**config.mk**
```make
export PLATFORM = sky130hd
export DESIGN_NAME = mem_port_arbiter
export DESIGN_NICKNAME = d
export VERILOG_FILES = /design/src/rtl/hack_mem_pkg.sv /design/src/rtl/word_mux2.sv /design/src/rtl/mem_port_arbiter.sv
export SDC_FILE = /design/constraint.sdc
export NUM_CORES = 1
export LEC_CHECK = 0
export CAP_MARGIN = 20
export CORE_MARGIN = 5
export CORE_UTILIZATION = 24
export DETAILED_ROUTE_END_ITERATION = 8
export PLACE_DENSITY = 0.77
export SLEW_MARGIN = 20
export SYNTH_ARGS = -nofsm -noshare
export SYNTH_HDL_FRONTEND = slang
export SYNTH_SLANG_ARGS = --single-unit
```
**constraint.sdc**
```tcl
create_clock -name clk -period 2 [get_ports clk]
set_input_delay 0.3 -clock clk [delete_from_list [all_inputs] [get_ports clk]]
set_output_delay 0.3 -clock clk [all_outputs]
set_load 0.02 [all_outputs]
```
**src/rtl/hack_mem_pkg.sv**
```systemverilog
// rtl/hack_mem_pkg.sv - shared widths, arbiter states and select codes for the Hack memory port
package hack_mem_pkg;

    localparam int AW_DEF = 15;
    localparam int DW_DEF = 16;

    typedef enum logic [1:0] {
        ST_IDLE  = 2'd0,
        ST_OWN_A = 2'd1,
        ST_OWN_B = 2'd2
    } arb_state_t;

    localparam logic SEL_A = 1'b0;
    localparam logic SEL_B = 1'b1;

endpackage

```
**src/rtl/word_mux2.sv**
```systemverilog
// rtl/word_mux2.sv - DW-wide 2:1 word select (gate-level Mux extended to a bus)
module word_mux2 #(
    parameter int DW = 16
) (
    input  logic [DW-1:0] i_a,
    input  logic [DW-1:0] i_b,
    input  logic          i_sel,
    output logic [DW-1:0] o_y
);

    assign o_y = i_sel ? i_b : i_a;

endmodule

```
**src/rtl/mem_port_arbiter.sv**
```systemverilog
// rtl/mem_port_arbiter.sv - round-robin share of one Hack data-memory port between CPU (A) and DMA (B)
module mem_port_arbiter
    import hack_mem_pkg::*;
#(
    parameter int AW       = AW_DEF,
    parameter int DW       = DW_DEF,
    parameter int MAX_HOLD = 4
) (
    input  logic          clk,
    input  logic          reset_n,
    input  logic          a_req,
    input  logic          a_we,
    input  logic [AW-1:0] a_addr,
    input  logic [DW-1:0] a_wdata,
    output logic          a_gnt,
    output logic          a_rvalid,
    input  logic          b_req,
    input  logic          b_we,
    input  logic [AW-1:0] b_addr,
    input  logic [DW-1:0] b_wdata,
    output logic          b_gnt,
    output logic          b_rvalid,
    output logic [DW-1:0] rdata,
    output logic [AW-1:0] mem_addr,
    output logic          mem_we,
    output logic [DW-1:0] mem_wdata,
    input  logic [DW-1:0] mem_rdata,
    output logic          sel
);

    localparam int            HW       = $clog2(MAX_HOLD + 1);
    localparam logic [HW-1:0] HOLD_MAX = HW'(MAX_HOLD);
    localparam logic [HW-1:0] HOLD_ONE = HW'(1);

    arb_state_t    r_state;
    arb_state_t    w_state_nxt;
    logic [HW-1:0] r_hold;
    logic [HW-1:0] w_hold_nxt;
    logic          r_last_srv;
    logic          r_sel;
    logic          r_a_rvalid;
    logic          r_b_rvalid;

    logic          w_a_gnt;
    logic          w_b_gnt;
    logic          w_sel;
    logic          w_beat;
    logic          w_sel_we;

    // Owner keeps the port until its hold budget runs out; an idle tie alternates on last_srv.
    always_comb begin
        w_a_gnt = 1'b0;
        w_b_gnt = 1'b0;
        if (a_req && !b_req) begin
            w_a_gnt = 1'b1;
        end else if (b_req && !a_req) begin
            w_b_gnt = 1'b1;
        end else if (a_req && b_req) begin
            case (r_state)
                ST_OWN_A: begin
                    w_a_gnt = (r_hold < HOLD_MAX);
                    w_b_gnt = (r_hold >= HOLD_MAX);
                end
                ST_OWN_B: begin
                    w_b_gnt = (r_hold < HOLD_MAX);
                    w_a_gnt = (r_hold >= HOLD_MAX);
                end
                default: begin
                    w_a_gnt = (r_last_srv == SEL_B);
                    w_b_gnt = (r_last_srv == SEL_A);
                end
            endcase
        end
    end

    assign w_sel  = w_b_gnt ? SEL_B : (w_a_gnt ? SEL_A : r_sel);
    assign w_beat = w_a_gnt | w_b_gnt;

    word_mux2 #(.DW(AW)) u_addr_mux (
        .i_a   (a_addr),
        .i_b   (b_addr),
        .i_sel (w_sel),
        .o_y   (mem_addr)
    );

    word_mux2 #(.DW(DW)) u_wdata_mux (
        .i_a   (a_wdata),
        .i_b   (b_wdata),
        .i_sel (w_sel),
        .o_y   (mem_wdata)
    );

    word_mux2 #(.DW(1)) u_we_mux (
        .i_a   (a_we),
        .i_b   (b_we),
        .i_sel (w_sel),
        .o_y   (w_sel_we)
    );

    assign mem_we = w_sel_we & w_beat;

    // The hold count only climbs while the other side is actually waiting.
    always_comb begin
        w_state_nxt = ST_IDLE;
        w_hold_nxt  = '0;
        if (w_a_gnt) begin
            w_state_nxt = ST_OWN_A;
            if (r_state == ST_OWN_A && b_req) begin
                w_hold_nxt = (r_hold >= HOLD_MAX) ? HOLD_MAX : r_hold + 1'b1;
            end else begin
                w_hold_nxt = HOLD_ONE;
            end
        end else if (w_b_gnt) begin
            w_state_nxt = ST_OWN_B;
            if (r_state == ST_OWN_B && a_req) begin
                w_hold_nxt = (r_hold >= HOLD_MAX) ? HOLD_MAX : r_hold + 1'b1;
            end else begin
                w_hold_nxt = HOLD_ONE;
            end
        end
    end

    always_ff @(posedge clk or negedge reset_n) begin
        if (!reset_n) begin
            r_state    <= ST_IDLE;
            r_hold     <= '0;
            r_last_srv <= SEL_B;
            r_sel      <= SEL_A;
            r_a_rvalid <= 1'b0;
            r_b_rvalid <= 1'b0;
        end else begin
            r_state    <= w_state_nxt;
            r_hold     <= w_hold_nxt;
            r_sel      <= w_sel;
            if (w_beat) begin
                r_last_srv <= w_sel;
            end
            r_a_rvalid <= w_a_gnt & ~a_we;
            r_b_rvalid <= w_b_gnt & ~b_we;
        end
    end

    assign a_gnt    = w_a_gnt;
    assign b_gnt    = w_b_gnt;
    assign sel      = w_sel;
    assign a_rvalid = r_a_rvalid;
    assign b_rvalid = r_b_rvalid;
    assign rdata    = mem_rdata;

endmodule

```
* Word level (Yosys, flattened, before mapping)
Index checks and enable logic that the tools add are counted.
** Storage, ports and cells
- Flip-flop bits (word level) :: 9
- Bits of input ports :: 84
- Output and inout port bits :: 53
- Logic and storage cells :: 45
** Operators by class
- $add $sub $neg :: 1
- Order comparisons :: 2
- Equality and inequality tests :: 2
- Multiplexer cells :: 20
- Bitwise operators :: 7
- Reduce and logical (&&, ||, !) cells :: 7
** Operators with widths (number)
- 16-bit two-way mux :: 1
- 15-bit two-way mux :: 1
- 3-bit two-way mux :: 5
- 1-bit two-way mux :: 9
- 1-bit logical AND :: 5
- 2-bit two-way mux :: 2
- 1-bit case mux with 2 select lines :: 2
- 3-bit by 1-bit adder with 3-bit output (second input constant) :: 1
- 1-bit bitwise AND :: 3
- 3-bit >= comparator (second input constant) :: 1
- 3-bit less-than comparator (second input constant) :: 1
- 1-bit inverter :: 3
- 2-bit by 1-bit equality test with 1-bit output (second input constant) :: 1
- 2-bit equality test (second input constant) :: 1
- 1-bit zero test :: 2
- 1-bit bitwise OR :: 1

* Logic depth before layout (Yosys ltp)
Gate-level depths: netlist of the first run.
- Depth after elaboration :: 9
- Mapped depth :: 7
- Gate-level depth less buffers :: 7

* Hierarchy
From an unflattened synthesis of the first run, not the netlist that was laid out.
** Unflattened totals
- Cells, all modules :: 106
- Area, all modules :: 1166.1 um2
** Modules (own cells, without submodules)
- mem_port_arbiter :: instances 1, cells each 70, area each 664.4 um2, seq. area each 226.5 um2
- word_mux2 (u_wdata_mux) :: instances 1, cells each 18, area each 249.0 um2, seq. area each 0.0 um2
- word_mux2 (u_addr_mux) :: instances 1, cells each 17, area each 237.7 um2, seq. area each 0.0 um2
- word_mux2 (u_we_mux) :: instances 1, cells each 1, area each 15.0 um2, seq. area each 0.0 um2

* Worst setup path after synthesis of the first run
Ideal clock, no wire load.
- Kind :: register -> output
- From :: register r_state[0]
- To :: output mem_addr[10]
- Arrival time :: 1.908 ns
- Data required time :: 1.700 ns
- Setup slack :: -0.208 ns
- Cell stages (with the launch flop) :: 8
- Buffers on the path :: 1
- Cell sequence :: dfrtp_1 -> inv_1 -> ha_1 -> or2b_1 -> o211a_1 -> o22ai_4 -> buf_6 -> mux2_4
** Between the ends
- Word-level cells in the longest chain between the ends :: 8
- Elaborated cells between the ends (all ways) :: 13
- Those cells by class :: eq/ne (2); mux (11)
** RTL lines
- from (decl) :: line mem_port_arbiter.sv:35 : arb_state_t r_state;
- from (signal assigned) :: line mem_port_arbiter.sv:132 : r_state <= w_state_nxt;
- 2-bit equality test / 2-bit by 1-bit equality test with 1-bit output (equally long branches) :: line mem_port_arbiter.sv:59 : case (r_state)
- 1-bit case mux with 2 select lines :: line mem_port_arbiter.sv:59
- 1-bit two-way mux :: line mem_port_arbiter.sv:58 : end else if (a_req && b_req) begin
- 1-bit two-way mux :: line mem_port_arbiter.sv:56 : end else if (b_req && !a_req) begin
- 1-bit two-way mux :: line mem_port_arbiter.sv:54 : if (a_req && !b_req) begin
- 1-bit two-way mux :: line mem_port_arbiter.sv:76 : assign w_sel = w_b_gnt ? SEL_B : (w_a_gnt ? SEL_A : r_sel);
- 1-bit two-way mux * :: line mem_port_arbiter.sv:76
- net sel :: line mem_port_arbiter.sv:28 : output logic sel
- 15-bit two-way mux * :: line word_mux2.sv:11 : assign o_y = i_sel ? i_b : i_a;
- to (decl) :: line mem_port_arbiter.sv:24 : output logic [AW-1:0] mem_addr,
The timed path passes the listed nets; every way through them passes the cells marked *.

* Final worst setup path of the first run
- From :: register r_state[0]
- To :: output mem_wdata[15]
** Between the ends
- Word-level cells in the longest chain between the ends :: 8
- Elaborated cells between the ends (all ways) :: 13
- Those cells by class :: eq/ne (2); mux (11)
** RTL lines
- 2-bit equality test / 2-bit by 1-bit equality test with 1-bit output (equally long branches) :: line mem_port_arbiter.sv:59
- 1-bit case mux with 2 select lines :: line mem_port_arbiter.sv:59
- 1-bit two-way mux :: line mem_port_arbiter.sv:58
- 1-bit two-way mux :: line mem_port_arbiter.sv:56
- 1-bit two-way mux :: line mem_port_arbiter.sv:54
- 1-bit two-way mux :: line mem_port_arbiter.sv:76
- 1-bit two-way mux * :: line mem_port_arbiter.sv:76
- 16-bit two-way mux * :: line word_mux2.sv:11
- to (decl) :: line mem_port_arbiter.sv:26 : output logic [DW-1:0] mem_wdata,
Every way passes the cells marked *; elsewhere a longest branch is shown, timed or not.

==> flow_summary.yaml, run 1 <==
status:
  status: "complete, but fails checks"
  violated_checks: "setup timing"
grt:
  grt_busiest_layer: "met2"
  grt_overflow: 0
  grt_use_total_pct: 13.27
  via_count_of_the_first_global_routing_pass: 1334
  met2_usage_pct: 26.32
  global_route.usage.met1_pct: 12.67
  grt_start_max_net_pins: 10
  first_pass_grt_wire_length_um: 6465
  grt_antenna_before_repair: 0
  global_route.usage.met3_pct: 3.175
cts:
  cts_buffers: 3
  cts_max_path_buffers: 2
  cts.clk_slew.worst_paths_ns: 0.05
  clock_insertion_delay_worst_skew_ns: 0.24
  cts-hold-fix-buffers: 0
  htree_levels: 1
  cts_tree: "done"
  cts_root_buf: "clkbuf_8"
  clkSinkCount: 9
worst_setup_path:
  maximum_fanout_encountered_on_the_critical_timing_path: 7
  slowest_stage: "dfrtp_1"
  critPathBufInv: 4
  crit_path_end_kind: "output pin"
  worst_path_most_repeated_cell: "buf_6"
  timing.critical_path.slowest_cell_delay_ns: 0.40
  cp_cell_sequence: "inv_2, ha_4, or2b_1, o211a_4, o22ai_4, buf_6, buf_8, mux2_4, buf_6"
  startpoint_type: "flip-flop"
  critPathRequiredTime_ns: 1.70
  critPathArrivalTime_ns: 2.28
  path_class: "flip-flop to output pin"
  cpLargestDelayFamily: "buffers and inverters"
synth:
  syn_avg_cell_area_sq_um: 10.97
  synth_adder_area_share_pct: 4.386
  ys_seq_elements: 9
  post_synth_inst_count: 104
  synth_area_sq_mm: 0.001141
  synth_xor_xnor_area_share_pct: 0
  netlist-cell-type-count: 24
  synth_nets: 192
  synthSimpleGateAreaFrac_pct: 5.702
  synth_sequential_area_ratio_pct: 19.85
  yosys_warnings: 0
  compound_gate_fraction_of_synth_area_pct: 12.50
  main_combinational_cell_family_by_area_after_synthesis: "multiplexers"
  muxShareOfSynthArea_pct: 42.11
timing:
  number_of_failing_hold_endpoints_at_the_final_stage: 0
  timing.final.setup_violations: 35
  timing.final.crit_share_pct: 129.1
  max-slew-margin-rel_pct: 68.84
  clock-skew-final_ns: 0.004873
  grt_setup_unrepaired: "yes"
  fin_worst_hold_slack_ns: 0.3820
  final_period_minus_worst_setup_slack_ns: 2.581
  max_freq_ghz: 0.3874
  max_slew.worst_pin.slew_ns: 0.4660
  postLayoutSetupSlackWorst_ns: -0.5814
  timing.final.max_slew_violations: 0
floorplanning:
  io_pins: 137
  initial_utilization_pct: 24.48
  fp.dieH_um: 78.96
  row_count: 25
  die_area_sq_mm: 0.006234
  floorplan.die.width_um: 78.96
  core_area_sq_mm: 0.004661
detailed_routing:
  antenna_left: 0
  detail_route.first_pass.iterations: 4
  totalWireLength_um: 4320
  drt_iter0_markers: 32
  dr_total_vias: 1237
  drt_drc_violations_left: 0
  route.detailed.vias_per_inst: 4.371
  wl_per_cell_um: 15.27
finish:
  layout.nets: 318
  area_growth_pct: 132.7
  final_layout_size_suffix_gt1_share_pct: 53.71
  fill_cells: 403
  antennaDiodeCount: 0
  final_cells: 283
placed_design:
  pre_cts_slack_ns: -0.7594
  gpl.final_weighted_congestion: 0.7714
  post-dp-hpwl_um: 3298
  placedCellCount: 262
  numPortBuffers: 104
run:
  maxCapViolCount: 0
pwr:
  power.total_mw: 4.046
  power.static_leakage_nw: 1.262
  max-vdd-ir-drop_uv: 687.8
  powerDensity_mw_per_mm2: 1524
worst_hold_path:
  timing.hold.worst.class: "input port to async pin"
-- path summary, 6_finish.rpt --
check	slack, ns	cells past startpoint	startpoint	end
worst max-delay path	-0.58	9	r_state[0]	mem_wdata[15]
worst min-delay path	0.38	1	reset_n	b_rvalid
worst max register to register	0.07	12	r_state[0]	r_state[1]
worst min register to register	0.62	2	r_hold[2]	r_hold[1]
max in group asynchronous	1.28	1	reset_n	r_last_srv
min in group clk	0.60	0	mem_rdata[1]	rdata[1]
-- synthesized netlist by cell type --
cell,number,share of area [%]
nor3_1,1,0.44
o22ai_4,1,1.8
nand2b_1,2,1.1
buf_6,3,3.0
o21a_1,1,0.66
nor4b_1,1,0.77
o21ai_1,1,0.44
inv_1,6,2.0
or2b_1,1,0.66
ha_1,4,4.4
nand2_1,4,1.3
nand3_1,1,0.44
a21oi_1,6,2.6
o21ai_0,4,1.8
mux2_2,4,3.9
a31o_2,1,0.77
o211a_1,2,1.8
o211ai_1,3,2.0
buf_4,16,11
mux2_4,29,38
a22o_1,1,0.77
dfstp_2,1,2.3
nor2_1,3,0.99
dfrtp_1,8,18
-- area by class of cell --
cell class	instances	area, sq um	area share, %
multi-input cells	70	827.0	31.15
flip-flops and latches	9	226.5	8.530
clock buffers	3	41.29	1.555
repair buffers	140	1463	55.09
well taps	54	67.56	2.545
clock inverters	1	5.005	0.1885
inverters	6	25.02	0.9425
-- cells in the final DEF (no fill, tap or decap), types with 2 or more instances in the layout --
master,n
nand2_4,2
a21oi_1,6
buf_4,22
o21ai_1,3
nand2_1,2
inv_2,2
mux2_4,33
dfrtp_1,8
buf_16,3
nor2_1,2
o211ai_1,3
ha_1,2
clkdlybuf4s50_1,69
ha_4,2
clkbuf_8,3
inv_1,3
buf_6,43
-- flip-flops by register name, summed over array words and instances, names as in the netlist --
name,flops
r_hold,3
r_state,2
a_rvalid,1
b_rvalid,1
r_last_srv,1
r_sel,1
-- cells by family (layout without fill, tap and decap cells) --
family / after synthesis / after routing
fa+ha+maj: 4 / 4
buf+inv: 25 / 150
compound gates: 20 / 20
mux: 33 / 33
simple gates: 13 / 13
flops: 9 / 9
-- per-layer routing --
layer  vias up  wire, um
met4         0        95
met1       567      1420
li1        605         -
met5         -         0
met2        57      2480
met3         8       324
-- report_power, final --
| part | internal, mW | total (mW) | switching, mW |
|---|---|---|---|
| clock network | 0.137 | 0.219 | 0.0820 |
| registers | 0.254 | 0.308 | 0.0543 |
| logic | 2.13 | 3.52 | 1.39 |
-- metrics by stage --
step                area, sq um  utilization [%]  TNS (ns)
global route               2655            56.97    -21.02
detailed placement         2266            48.62    -24.42
global placement           2266            48.62    -23.49
floorplan                  1160                -    -4.195
CTS                        2582            55.41    -19.30
finish                     2655            56.97    -17.76
-- what timing repair did --
| item | 4_1_cts | 5_1_grt |
|---|---|---|
| pin swaps | 6 | 4 |
| gates resized for setup | 226 | 18 |
| gates cloned | 3 | 0 |
| hold endpoints to repair | 0 | 0 |
| setup buffers | 12 | 4 |
| endpoints found under the setup margin | 35 | 37 |
Note: power is estimated with default switching activity, not from simulation.
==> inputs of run 2 (changes only) <==
--- a/config.mk
+++ b/config.mk
@@ -5,11 +5,14 @@
 export SDC_FILE = /design/constraint.sdc
 export NUM_CORES = 1
 export LEC_CHECK = 0
+export ABC_CLOCK_PERIOD_IN_PS = 2000
 export CAP_MARGIN = 20
 export CORE_MARGIN = 5
 export CORE_UTILIZATION = 24
 export DETAILED_ROUTE_END_ITERATION = 8
+export GPL_TIMING_DRIVEN = 0
 export PLACE_DENSITY = 0.77
+export SKIP_CTS_REPAIR_TIMING = 1
 export SLEW_MARGIN = 20
 export SYNTH_ARGS = -nofsm -noshare
 export SYNTH_HDL_FRONTEND = slang
==> flow_summary.yaml, run 2 (synthesized netlist as in run 1, its figures left out) <==
status:
  status: "complete, but fails checks"
  violated_checks: "setup timing"
finish:
  layout.nets: 325
  registers.top_by_ff_count: "r_hold"
  largest_reg_flops: 3
  final_common_cell: "clkdlybuf4s50_1"
  finalCoreUtilization_pct: 52.00
  final_layout_size_suffix_gt1_share_pct: 43.22
  area_growth_pct: 112.4
  fill_cells: 425
  final_cell_mix: "clkdlybuf4s50_1 (85), mux2_4 (29), buf_4 (25)"
  antennaDiodeCount: 0
  biggestRegsByFlops: "r_hold (3), r_state (2)"
placed_design:
  post-dp-hpwl_um: 3640
  numPortBuffers: 120
  gpl.final_weighted_congestion: 0.7941
floorplanning:
  io_pins: 137
  fp.dieH_um: 78.96
  row_count: 25
  floorplan.die.width_um: 78.96
  initial_utilization_pct: 24.48
  die_area_sq_mm: 0.006234
  core_area_sq_mm: 0.004661
timing:
  timing.final.setup_violations: 35
  fin_worst_hold_slack_ns: 0.3651
  timing.final.crit_share_pct: 130.3
  max-slew-margin-rel_pct: 72.98
  max_freq_ghz: 0.3837
  final_period_minus_worst_setup_slack_ns: 2.606
  timing.final.max_slew_violations: 0
  postLayoutSetupSlackWorst_ns: -0.6063
  number_of_failing_hold_endpoints_at_the_final_stage: 0
  setup-tns-final_ns: -19.39
  max_slew.worst_pin.slew_ns: 0.4040
  grt_setup_unrepaired: "yes"
  clock-skew-final_ns: 0.0008575
grt:
  grt_overflow: 0
  via_count_of_the_first_global_routing_pass: 1270
  grt_use_total_pct: 12.21
  first_pass_grt_wire_length_um: 5989
  grt_start_max_net_pins: 12
  grt_antenna_before_repair: 0
cts:
  clkSinkCount: 9
  htree_levels: 1
  cts_root_buf: "clkbuf_8"
  cts_tree: "done"
  clock_insertion_delay_worst_skew_ns: 0.23
  cts_buffers: 3
  cts.clk_slew.worst_paths_ns: 0.04
  cts_max_path_buffers: 2
detailed_routing:
  route.detailed.vias_per_inst: 4.366
  totalWireLength_um: 4192
  dr_total_vias: 1266
  antenna_left: 0
  drt_drc_violations_left: 0
  wl_per_cell_um: 14.46
  detail_route.first_pass.iterations: 4
  drt_iter0_markers: 35
worst_setup_path:
  crit_path_end_kind: "output pin"
  rr_startpoint: "r_state[1]"
  maximum_fanout_encountered_on_the_critical_timing_path: 10
  startpoint_type: "flip-flop"
  path_class: "flip-flop to output pin"
  worst_setup_path_startpoint: "r_state[1]"
  critPathRequiredTime_ns: 1.70
  critPathArrivalTime_ns: 2.31
pwr:
  power.static_leakage_nw: 1.184
  power.total_mw: 3.070
  powerDensity_mw_per_mm2: 1267
  max-vdd-ir-drop_uv: 512.3
worst_hold_path:
  timing.hold.worst.class: "input port to async pin"
run:
  maxCapViolCount: 0
run 2: cell count changes in the layout (fill, tap and decap cells not counted), moves of 4 or more:
| cell | previous run | this run |
|---|---|---|
| clkbuf_2 | 0 | 12 |
| mux2_4 | 33 | 29 |
| clkdlybuf4s50_1 | 69 | 85 |
| buf_2 | 1 | 18 |
| buf_6 | 43 | 1 |
| mux2_2 | 0 | 4 |
run 2: layout make-up:
class	count	area, sq um	area share, %
clock buffer	4	45.04	1.859
timing repair buffer	128	1117	46.10
inverter	6	22.52	0.9293
buffer	19	180.2	7.434
sequential	9	226.5	9.344
multi-input combinational	70	764.5	31.54
tap	54	67.56	2.788
run 2: path summary, 6_finish.rpt:
kind	end	slack, ns	depth (start not counted)
max reg2reg	r_hold[0]	0.22	7
min	r_hold[2]	0.37	1
max in group asynchronous	r_last_srv	1.31	1
min reg2reg	r_last_srv	0.56	2
min in group clk	r_last_srv	0.56	2
max	mem_addr[1]	-0.61	9
run 2: where the power goes:
group	internal, mW	switching (mW)	leakage, nW
logic	1.38	1.18	1.05
clock network	0.138	0.0682	0.0228
registers	0.255	0.0472	0.111
total	1.77	1.30	1.18
run 2: worst max-delay path: stages (launching register included):
cell and delay, ns:
dfrtp_1 0.38, inv_1 0.06, ha_2 0.20, mux2_2 0.29, o211a_4 0.25, o22ai_4 0.15
buf_4 0.15, buf_12 0.13, mux2_4 0.30, buf_2 0.16
run 2: per-layer routing:
| metal | part of all wire (%) | routed length, um | GRT usage, % |
|---|---|---|---|
| met1 | 32 | 1321 | 11.99 |
| met2 | 59 | 2470 | 24.28 |
| met3 | 8.5 | 355 | 2.721 |
| met4 | 1.0 | 44 | 4.983 |
| met5 | 0 | 0 | 0 |
run 2: through the flow:
stage	worst slack (ns)	cell area [sq um]	cells
final	-0.6063	2424	290
after detailed placement	-0.9032	2429	278
after global placement	-0.8683	2429	278
after global routing	-0.6862	2424	290
after CTS	-1.047	2474	282
after floorplan	-0.1457	1160	104
==> inputs of run 3 (changes only) <==
--- a/config.mk
+++ b/config.mk
@@ -13,7 +13,6 @@
 export GPL_TIMING_DRIVEN = 0
 export PLACE_DENSITY = 0.77
 export SKIP_CTS_REPAIR_TIMING = 1
-export SLEW_MARGIN = 20
 export SYNTH_ARGS = -nofsm -noshare
 export SYNTH_HDL_FRONTEND = slang
 export SYNTH_SLANG_ARGS = --single-unit
==> results of run 3 <==
No change in the layout: final DEF, timing and power equal those of run 2.
